[config.mk]
export PLATFORM = sky130hd
export DESIGN_NAME = bbq_pair_sched
export DESIGN_NICKNAME = d
export VERILOG_FILES = /design/src/rtl/bbq_pair_sched.sv
export SDC_FILE = /design/constraint.sdc
export NUM_CORES = 1
export LEC_CHECK = 0
export ABC_AREA = 1
export BUFFER_PORTS_ARGS = -buffer_cell sky130_fd_sc_hd__buf_2
export CAP_MARGIN = 10
export CORE_ASPECT_RATIO = 0.7
export CORE_MARGIN = 2
export CORE_UTILIZATION = 47
export DETAILED_ROUTE_END_ITERATION = 7
export HOLD_SLACK_MARGIN = 0.06
export PLACE_DENSITY = 0.74
export SYNTH_ARGS = -nofsm -noshare
export SYNTH_HDL_FRONTEND = slang
export SYNTH_SLANG_ARGS = --single-unit
[constraint.sdc]
create_clock -name clk -period 3.6 [get_ports clk]
set_input_delay 0.54 -clock clk [delete_from_list [all_inputs] [get_ports clk]]
set_output_delay 0.54 -clock clk [all_outputs]
set_load 0.005 [all_outputs]
[src/rtl/bbq_pair_sched.sv]
// bbq_pair_sched: issue controller for a pair of BBQ priority queues.
// Each cycle it picks at most one enqueue and one dequeue-max, balancing
// occupancy between the two queues and gating dequeues on downstream credits.

package bbq_pair_sched_pkg;
    typedef enum logic {
        HEAP_OP_ENQUE     = 1'b0,
        HEAP_OP_DEQUE_MAX = 1'b1
    } heap_op_t;
endpackage

module bbq_pair_sched
    import bbq_pair_sched_pkg::*;
#(
    parameter int DWIDTH      = 32,
    parameter int CAPACITY    = 16,
    parameter int ISSUE_GAP   = 2,
    parameter int OUT_CREDITS = 8
) (
    input  logic                                 clk,
    input  logic                                 rst,
    input  logic                                 in_valid,
    output logic                                 in_ready,
    input  logic [DWIDTH-1:0]                    in_data,
    input  logic [5:0]                           in_prior,
    input  logic [1:0]                           bbq_rdy,
    output logic                                 q0_valid,
    output heap_op_t                             q0_op_type,
    output logic [DWIDTH-1:0]                    q0_he_data,
    output logic [5:0]                           q0_he_priority,
    output logic                                 q1_valid,
    output heap_op_t                             q1_op_type,
    output logic [DWIDTH-1:0]                    q1_he_data,
    output logic [5:0]                           q1_he_priority,
    input  logic                                 credit_ret,
    output logic [$clog2(2*CAPACITY+1)-1:0]      occ_total,
    output logic                                 credit_err
);

    localparam int OW = $clog2(CAPACITY + 1);
    localparam int GW = (ISSUE_GAP > 1) ? $clog2(ISSUE_GAP) : 1;
    localparam int CW = (OUT_CREDITS > 0) ? $clog2(OUT_CREDITS + 1) : 1;
    localparam int TW = $clog2(2 * CAPACITY + 1);

    localparam logic [OW-1:0] CAP_V      = OW'(CAPACITY);
    localparam logic [GW-1:0] GAP_RELOAD = GW'(ISSUE_GAP - 1);
    localparam logic [CW-1:0] CRED_MAX   = CW'(OUT_CREDITS);

    typedef enum logic {
        ST_INIT = 1'b0,
        ST_RUN  = 1'b1
    } state_t;

    // Registered state
    state_t              state_q;
    logic                rr_q;
    logic [OW-1:0]       occ_q [2];
    logic [GW-1:0]       gap_q [2];
    logic [CW-1:0]       cred_q;
    logic                err_q;
    logic [TW-1:0]       occ_total_q;
    logic                vld_q  [2];
    heap_op_t            op_q   [2];
    logic [DWIDTH-1:0]   data_q [2];
    logic [5:0]          prio_q [2];

    // Next-state / decision signals
    logic [OW-1:0]       occ_d [2];
    logic [GW-1:0]       gap_d [2];
    logic [CW-1:0]       cred_d;
    logic [1:0]          elig;
    logic [1:0]          can_enq;
    logic [1:0]          can_deq;
    logic [1:0]          enq_hit;
    logic [1:0]          deq_hit;
    logic [1:0]          deq_cand;
    logic [1:0]          deq_other;
    logic                enq_has;
    logic                enq_tgt;
    logic                deq_want;
    logic                deq_tgt;
    logic                conflict;
    logic                ready_c;
    logic                enq_go;
    logic                deq_go;
    logic                rr_flip;
    logic                ret_ok;

    // Per-queue eligibility and counter next-state
    genvar gi;
    generate
        for (gi = 0; gi < 2; gi++) begin : g_q
            assign elig[gi]    = (state_q == ST_RUN) && bbq_rdy[gi] && (gap_q[gi] == '0);
            assign can_enq[gi] = elig[gi] && (occ_q[gi] < CAP_V);
            assign can_deq[gi] = elig[gi] && (occ_q[gi] != '0);
            assign enq_hit[gi] = enq_go && (enq_tgt == 1'(gi));
            assign deq_hit[gi] = deq_go && (deq_tgt == 1'(gi));
            assign occ_d[gi]   = occ_q[gi] + OW'(enq_hit[gi]) - OW'(deq_hit[gi]);
            assign gap_d[gi]   = (enq_hit[gi] || deq_hit[gi]) ? GAP_RELOAD :
                                 (gap_q[gi] != '0) ? (gap_q[gi] - GW'(1)) : gap_q[gi];
        end
    endgenerate

    // Choose enqueue/dequeue targets and resolve a shared-queue conflict
    always_comb begin
        enq_has   = |can_enq;
        enq_tgt   = 1'b0;
        deq_want  = 1'b0;
        deq_tgt   = 1'b0;
        deq_other = 2'b00;
        deq_cand  = can_deq;
        conflict  = 1'b0;

        // Lower occupancy gets the enqueue; queue 0 on a tie
        if (can_enq == 2'b10) begin
            enq_tgt = 1'b1;
        end else if (can_enq == 2'b11) begin
            enq_tgt = (occ_q[1] < occ_q[0]);
        end

        deq_want = (cred_q != '0) && (|can_deq);

        // Steer the dequeue away from the enqueue target when possible
        if (enq_has) begin
            deq_other = can_deq & (enq_tgt ? 2'b01 : 2'b10);
            if (deq_other != 2'b00) begin
                deq_cand = deq_other;
            end
        end

        // Higher occupancy gets the dequeue; queue 0 on a tie
        if (deq_cand == 2'b10) begin
            deq_tgt = 1'b1;
        end else if (deq_cand == 2'b11) begin
            deq_tgt = (occ_q[1] > occ_q[0]);
        end

        conflict = enq_has && deq_want && (enq_tgt == deq_tgt);
    end

    // Issue decisions: an idle enqueue slot hands the queue to the dequeue
    assign ready_c  = enq_has && !(conflict && rr_q);
    assign enq_go   = in_valid && ready_c;
    assign deq_go   = deq_want && (!conflict || rr_q || !in_valid);
    assign rr_flip  = conflict && (rr_q ? deq_go : enq_go);

    // Credit accounting; a return at the full budget is dropped
    assign ret_ok = credit_ret && (cred_q != CRED_MAX);
    always_comb begin
        cred_d = cred_q;
        if (ret_ok && !deq_go) begin
            cred_d = cred_q + CW'(1);
        end else if (!ret_ok && deq_go) begin
            cred_d = cred_q - CW'(1);
        end
    end

    // State machine, counters and registered op outputs
    always_ff @(posedge clk) begin
        if (!rst) begin
            state_q     <= ST_INIT;
            rr_q        <= 1'b0;
            cred_q      <= CRED_MAX;
            err_q       <= 1'b0;
            occ_total_q <= '0;
            for (int q = 0; q < 2; q++) begin
                occ_q[q]  <= '0;
                gap_q[q]  <= '0;
                vld_q[q]  <= 1'b0;
                op_q[q]   <= HEAP_OP_ENQUE;
                data_q[q] <= '0;
                prio_q[q] <= '0;
            end
        end else begin
            case (state_q)
                ST_INIT: if (bbq_rdy == 2'b11) state_q <= ST_RUN;
                default: state_q <= ST_RUN;
            endcase
            rr_q        <= rr_q ^ rr_flip;
            cred_q      <= cred_d;
            err_q       <= err_q | (credit_ret && (cred_q == CRED_MAX));
            occ_total_q <= TW'(occ_d[0]) + TW'(occ_d[1]);
            for (int q = 0; q < 2; q++) begin
                occ_q[q] <= occ_d[q];
                gap_q[q] <= gap_d[q];
                if (enq_hit[q]) begin
                    vld_q[q]  <= 1'b1;
                    op_q[q]   <= HEAP_OP_ENQUE;
                    data_q[q] <= in_data;
                    prio_q[q] <= in_prior;
                end else if (deq_hit[q]) begin
                    vld_q[q]  <= 1'b1;
                    op_q[q]   <= HEAP_OP_DEQUE_MAX;
                    data_q[q] <= '0;
                    prio_q[q] <= '0;
                end else begin
                    vld_q[q]  <= 1'b0;
                    op_q[q]   <= HEAP_OP_ENQUE;
                    data_q[q] <= '0;
                    prio_q[q] <= '0;
                end
            end
        end
    end

    assign in_ready       = ready_c;
    assign occ_total      = occ_total_q;
    assign credit_err     = err_q;
    assign q0_valid       = vld_q[0];
    assign q0_op_type     = op_q[0];
    assign q0_he_data     = data_q[0];
    assign q0_he_priority = prio_q[0];
    assign q1_valid       = vld_q[1];
    assign q1_op_type     = op_q[1];
    assign q1_he_data     = data_q[1];
    assign q1_he_priority = prio_q[1];

endmodule

# Word-level counts from Yosys, hierarchy flattened
# Memories as Yosys holds them, arrays and structs flattened.
# Cells that the tools add are included.
# W data, S select, Z words.
[word_totals]
reg_bits = 13
word_cells = 175
out_inout_bits = 88
mem_bits_rw = 92
inputBits = 44
mem_count = 6
[memory_table]
columns = ["memory", "words", "word_bits", "read_ports", "rd_ports_with_merged_regs", "wr", "line_no", "source"]
rows = [
  ["data_q", 2, 32, 2, 0, 2, "64", "logic [DWIDTH-1:0] data_q [2];"],
  ["prio_q", 2, 6, 2, 0, 2, "65", "logic [5:0] prio_q [2];"],
  ["occ_q", 2, 5, 2, 0, 2, "57", "logic [OW-1:0] occ_q [2];"],
  ["gap_q", 2, 1, 2, 0, 2, "58", "logic [GW-1:0] gap_q [2];"],
  ["op_q", 2, 1, 2, 0, 2, "63", "heap_op_t op_q [2];"],
  ["vld_q", 2, 1, 2, 0, 2, "62", "logic vld_q [2];"],
]
[op_classes]
eq_ne = 8
n_reduce_logical = 40
order_cmp = 4
bitwise = 35
mux = 68
add_sub_neg = 9
[op_table]
columns = ["cell", "count"]
rows = [
  ["$mux W32", 6],
  ["$mux W1", 49],
  ["$mux W6", 6],
  ["$or A1 B1 Y1", 29],
  ["$logic_and A1 B1 Y1", 24],
  ["$add A5 B1 Y5", 2],
  ["$eq A2 B2 Y1 const B", 5],
  ["$lt A5 B5 Y1 const B", 2],
  ["$mux W5", 2],
  ["$reduce_bool A5 Y1", 2],
  ["$sub A5 B1 Y5", 2],
  ["$mux W4", 2],
  ["$add A5 B5 Y6", 1],
  ["$mux W2", 3],
  ["$gt A5 B5 Y1", 1],
  ["$logic_not A1 Y1", 5],
  ["$lt A5 B5 Y1", 1],
  ["$add A4 B1 Y4 const B", 1],
  ["$eq A4 B4 Y1 const B", 1],
  ["$logic_or A1 B1 Y1", 4],
  ["$ne A4 B4 Y1 const B", 1],
  ["$not A1 Y1", 4],
  ["$reduce_bool A2 Y1", 2],
  ["$reduce_bool A4 Y1", 1],
  ["6 further kinds", 8],
]

# Depth between registers and ports, before layout
[logic_depth]
depth_word = 27
mapped_depth = 28
mapped_depth_nobuf = 28

# Worst setup path before layout
# OpenSTA, ideal clock, no wires.
[synth_path]
path_kind = "register to register"
start = "mem occ_q[0][4] (netlist name)"
end = "reg occ_total_q[5] (netlist: occ_total[5])"
path_stages_with_launch = 27
setup_ps = 132
arrival_ps = 3722
path_buffers = 0
synth_period_minus_slack_ps = 3854
required_ps = 3468
path_slack_ps = -254
cell_sequence = "dfxtp_1 -> inv_2 -> ha_1 -> nand2_1 -> inv_1 -> nand2_1 -> nand3_1 -> nand2_2 -> nand2_4 -> a211oi_1 -> nand4_1 -> nand2_1 -> nor2_1 -> ha_1 -> inv_1 -> ha_1 -> inv_1 -> fa_1 -> or2_2 -> nand2_1 -> ha_1 -> a21oi_1 -> inv_1 -> a31oi_1 -> nor2_1 -> o21ai_0 -> a21oi_1"
[synth_lines]
columns = ["element", "line_no", "source"]
rows = [
  ["from (decl)", "57", ""],
  ["to (signal assigned)", "182", "occ_total_q <= TW'(occ_d[0]) + TW'(occ_d[1]);"],
  ["to (decl)", "61", "logic [TW-1:0] occ_total_q;"],
]

==> results.py <==
metrics = {
    "clock_tree": {
        "clk_pin_slew_worst_paths_ps": 70,
        "clock_sinks": 105,
        "cts_tree": "done",
        "htreeDepth": 3,
        "clk_latency_ps": 330,
        "ctsHoldBuffers": 0,
        "numCtsBuffers": 9,
        "cts_max_path_buffers": 2,
        "clockRootBuffer": "clkbuf_16",
    },
    "place": {
        "port_buffers": 131,
        "dp_hpwl_um": 7660,
        "gp_congestion": 0.870,
        "dpl_worst_slack_ps": -215,
    },
    "worst_hold_path": {
        "worst_hold_path_type": "input pin to flip-flop",
        "min_from": "in_data[27]",
    },
    "sta": {
        "final_max_slew_viol_count": 0,
        "final.setup.tns_ps": -475,
        "relSlewSlack_pct": 56.5,
        "clock.fmax_ghz": 0.263,
        "fin_crit_ps": 3800,
        "setup_viol_count_final": 3,
        "worst_slew_pin_slew_ps": 651,
        "rsz0062_at_grt": "true",
        "finalHoldViolations": 0,
        "post-route-period-util_pct": 106,
        "finalClockSkew_ps": 7.12,
        "setup_slack_ps": -201,
    },
    "setup_path": {
        "r2r_slack_ps": -200,
        "required_ps": 3820,
        "crit_fanout": 4,
        "r2r_end": "occ_total[5]",
        "cp-endpoint": "occ_total[5]",
        "cp-end-kind": "flip-flop",
        "cp.arrival_ps": 4020,
        "rr_worst_depth": 25,
        "critical_path_class": "flip-flop to flip-flop",
        "r2r-start": "occ_q[0][7]",
        "critPathLaunch": "occ_q[0][7]",
        "cp-start-kind": "flip-flop",
    },
    "synthesis": {
        "synth_xor_area_share_pct": 1.33,
        "synth_top_area_share_pct": 27.3,
        "ys_seq_area_share_pct": 54.6,
        "synthMuxAreaShare_pct": 0,
        "synth_cell_types": 34,
        "synth_top_area_cell": "dfxtp_1",
        "synth-simple-area-share_pct": 21.6,
        "synth_warnings": 0,
        "synth_compound_area_share_pct": 3.90,
        "syn_area_um2": 4620,
        "synth_top_family_by_area": "simple AND/OR/NAND/NOR gates",
        "synth_adder_area_share_pct": 8.50,
        "synth_seq_cells": 105,
        "ys_top_cells_by_area": "dfxtp_1 27%, edfxtp_1 27%, nor3_2 8.7%",
        "syn_avg_cell_area_um2": 10.2,
        "synthCells": 452,
    },
    "global_routing": {
        "grt_first_pass_wirelength_um": 16300,
        "grt_overflow": 0,
        "grt_pass1_vias": 3475,
        "antenna_found_initial": 0,
        "grt.total_usage_pct": 19.9,
        "grt_max_degree": 81,
    },
    "detailed_routing": {
        "drt-total-wl_um": 10700,
        "antenna_left": 0,
        "avgRoutedWirePerCell_um": 13.6,
        "drc_errors": 0,
        "dr.first_iter.drc_count": 167,
        "vias": 3638,
        "via_per_inst": 4.63,
        "dr.pass1.iters": 4,
    },
    "power_and_ir_drop": {
        "seq_power_share_pct": 41.1,
        "p_leak_nw": 3.14,
        "power_frac_comb_pct": 31.7,
        "clock_power_share_pct": 27.3,
        "vdd_ir_drop_max_uv": 255,
        "p_per_area_nw_per_um2": 536,
        "p_sw_share_pct": 32.4,
        "switchingPower_w": 0.00109,
        "p_int_w": 0.00227,
    },
    "cells_and_area": {
        "nFillCells": 795,
        "n_antenna_cell": 0,
        "layout-area-overhead-vs-synth_pct": 35.5,
        "fin_util_pct": 65.2,
        "drive_above_1_share_pct": 43.4,
        "mostFrequentLayoutCells": "131 x buf_2, 78 x inv_1, 55 x dfxtp_1, 42 x edfxtp_1, 42 x conb_1",
        "layout.nets": 726,
        "mostFrequentLayoutCell": "buf_2",
    },
    "floorplanning": {
        "die_y_um": 86.9,
        "die_x_um": 122,
        "core_area_um2": 9610,
        "ios": 132,
        "rows": 30,
        "start_util_pct": 48.1,
        "die-area_um2": 10700,
    },
    "run_status": {
        "violations": "setup timing",
        "status": "finished with violations",
    },
    "job": {
        "max_cap_violations": 0,
    },
}
## metrics by stage
stage	cell area, um^2	hold slack (ps)	power [W]	instances
after floorplan	4830	447	0.00197	493
after global placement	5770	469	0.00220	762
after detailed placement	5770	482	0.00225	762
after CTS	6190	441	0.00327	783
after global routing	6260	440	0.00356	785
final	6260	453	0.00335	785
## metal layers
metal	global-route usage (%)	vias to the layer above	part of all wire [%]
li1	-	1825	-
met1	25.3	1684	45
met2	33.6	113	49
met3	4.58	16	4.8
met4	6.90	0	1.4
met5	0	-	0
## power by group through the flow
stage / Combinational [W] / Sequential [W] / Clock, W
4_1_cts: 0.000958 / 0.00138 / 0.000934
3_5_place_dp: 0.000849 / 0.00140 / 0
2_1_floorplan: 0.000565 / 0.00140 / 0
6_report: 0.00106 / 0.00138 / 0.000914
3_3_place_gp: 0.000806 / 0.00140 / 0
5_1_grt: 0.00119 / 0.00138 / 0.000987
## critical path: stages (launching register included)
cell	delay [ps]
dfxtp_4	370
ha_4	260
nand2_4	90
nor2_4	40
nand2_2	70
nand3_2	90
nand2_2	90
nand2_4	50
a211oi_2	200
nand4_1	170
nand2_2	130
nor2_2	50
ha_1	260
inv_1	60
ha_2	180
inv_2	40
fa_2	350
or2_4	260
nand2_4	70
ha_4	210
a21oi_2	130
inv_1	60
a31oi_2	180
nor2_1	70
o21ai_1	120
a21oi_1	80
## final cells by class
cell class	instances	area (um^2)	area share [%]
inverters	92	347	5.54
clock buffers	9	225	3.60
well taps	128	160	2.56
repair buffers	167	955	15.2
flip-flops and latches	105	2540	40.5
clock inverters	6	52.6	0.839
multi-input cells	278	1980	31.7
## sequential cells by signal, indices dropped and copies added (netlist names)
signal	cells
vld_q	2
occ_q	10
state_q	1
rr_q	1
gap_q	2
data_q	64
cred_q	4
credit_err	1
op_q	2
occ_total	6
prio_q	12
## synth_stat cells, drive strengths merged
master,number
clkbuf,9
dfxtp,63
nand3,8
a21o,1
inv,91
o21a,1
clkinv,1
a31oi,2
xor2,5
nand2,41
xnor2,2
fa,4
edfxtp,42
buf,9
o21ai,11
a21oi,15
a211oi,2
or2,1
conb,1
o21bai,1
nor2,30
and3,1
nand4,8
ha,25
nor3,78
## timing repair
item / CTS / global route
pin swaps: 14 / 22
setup buffers: 6 / 3
endpoints found under the setup margin: 3 / 5
gates resized for setup: 23 / 19
## worst min-delay path by stage
stage	end	slack, ps	depth (start not counted)
2_1_floorplan	credit_err	450	2
3_3_place_gp	credit_err	470	2
3_5_place_dp	credit_err	480	2
4_1_cts	data_q[1][11]	440	3
5_1_grt	data_q[1][27]	440	3
6_report	data_q[1][27]	450	3
## cells by family after synthesis
group	Yosys count
other cells	1
flops	105
buf+inv	110
xor+xnor	7
fa+ha+maj	29
simple gates	167
compound gates	33
Power figures use the tool's default switching activity.
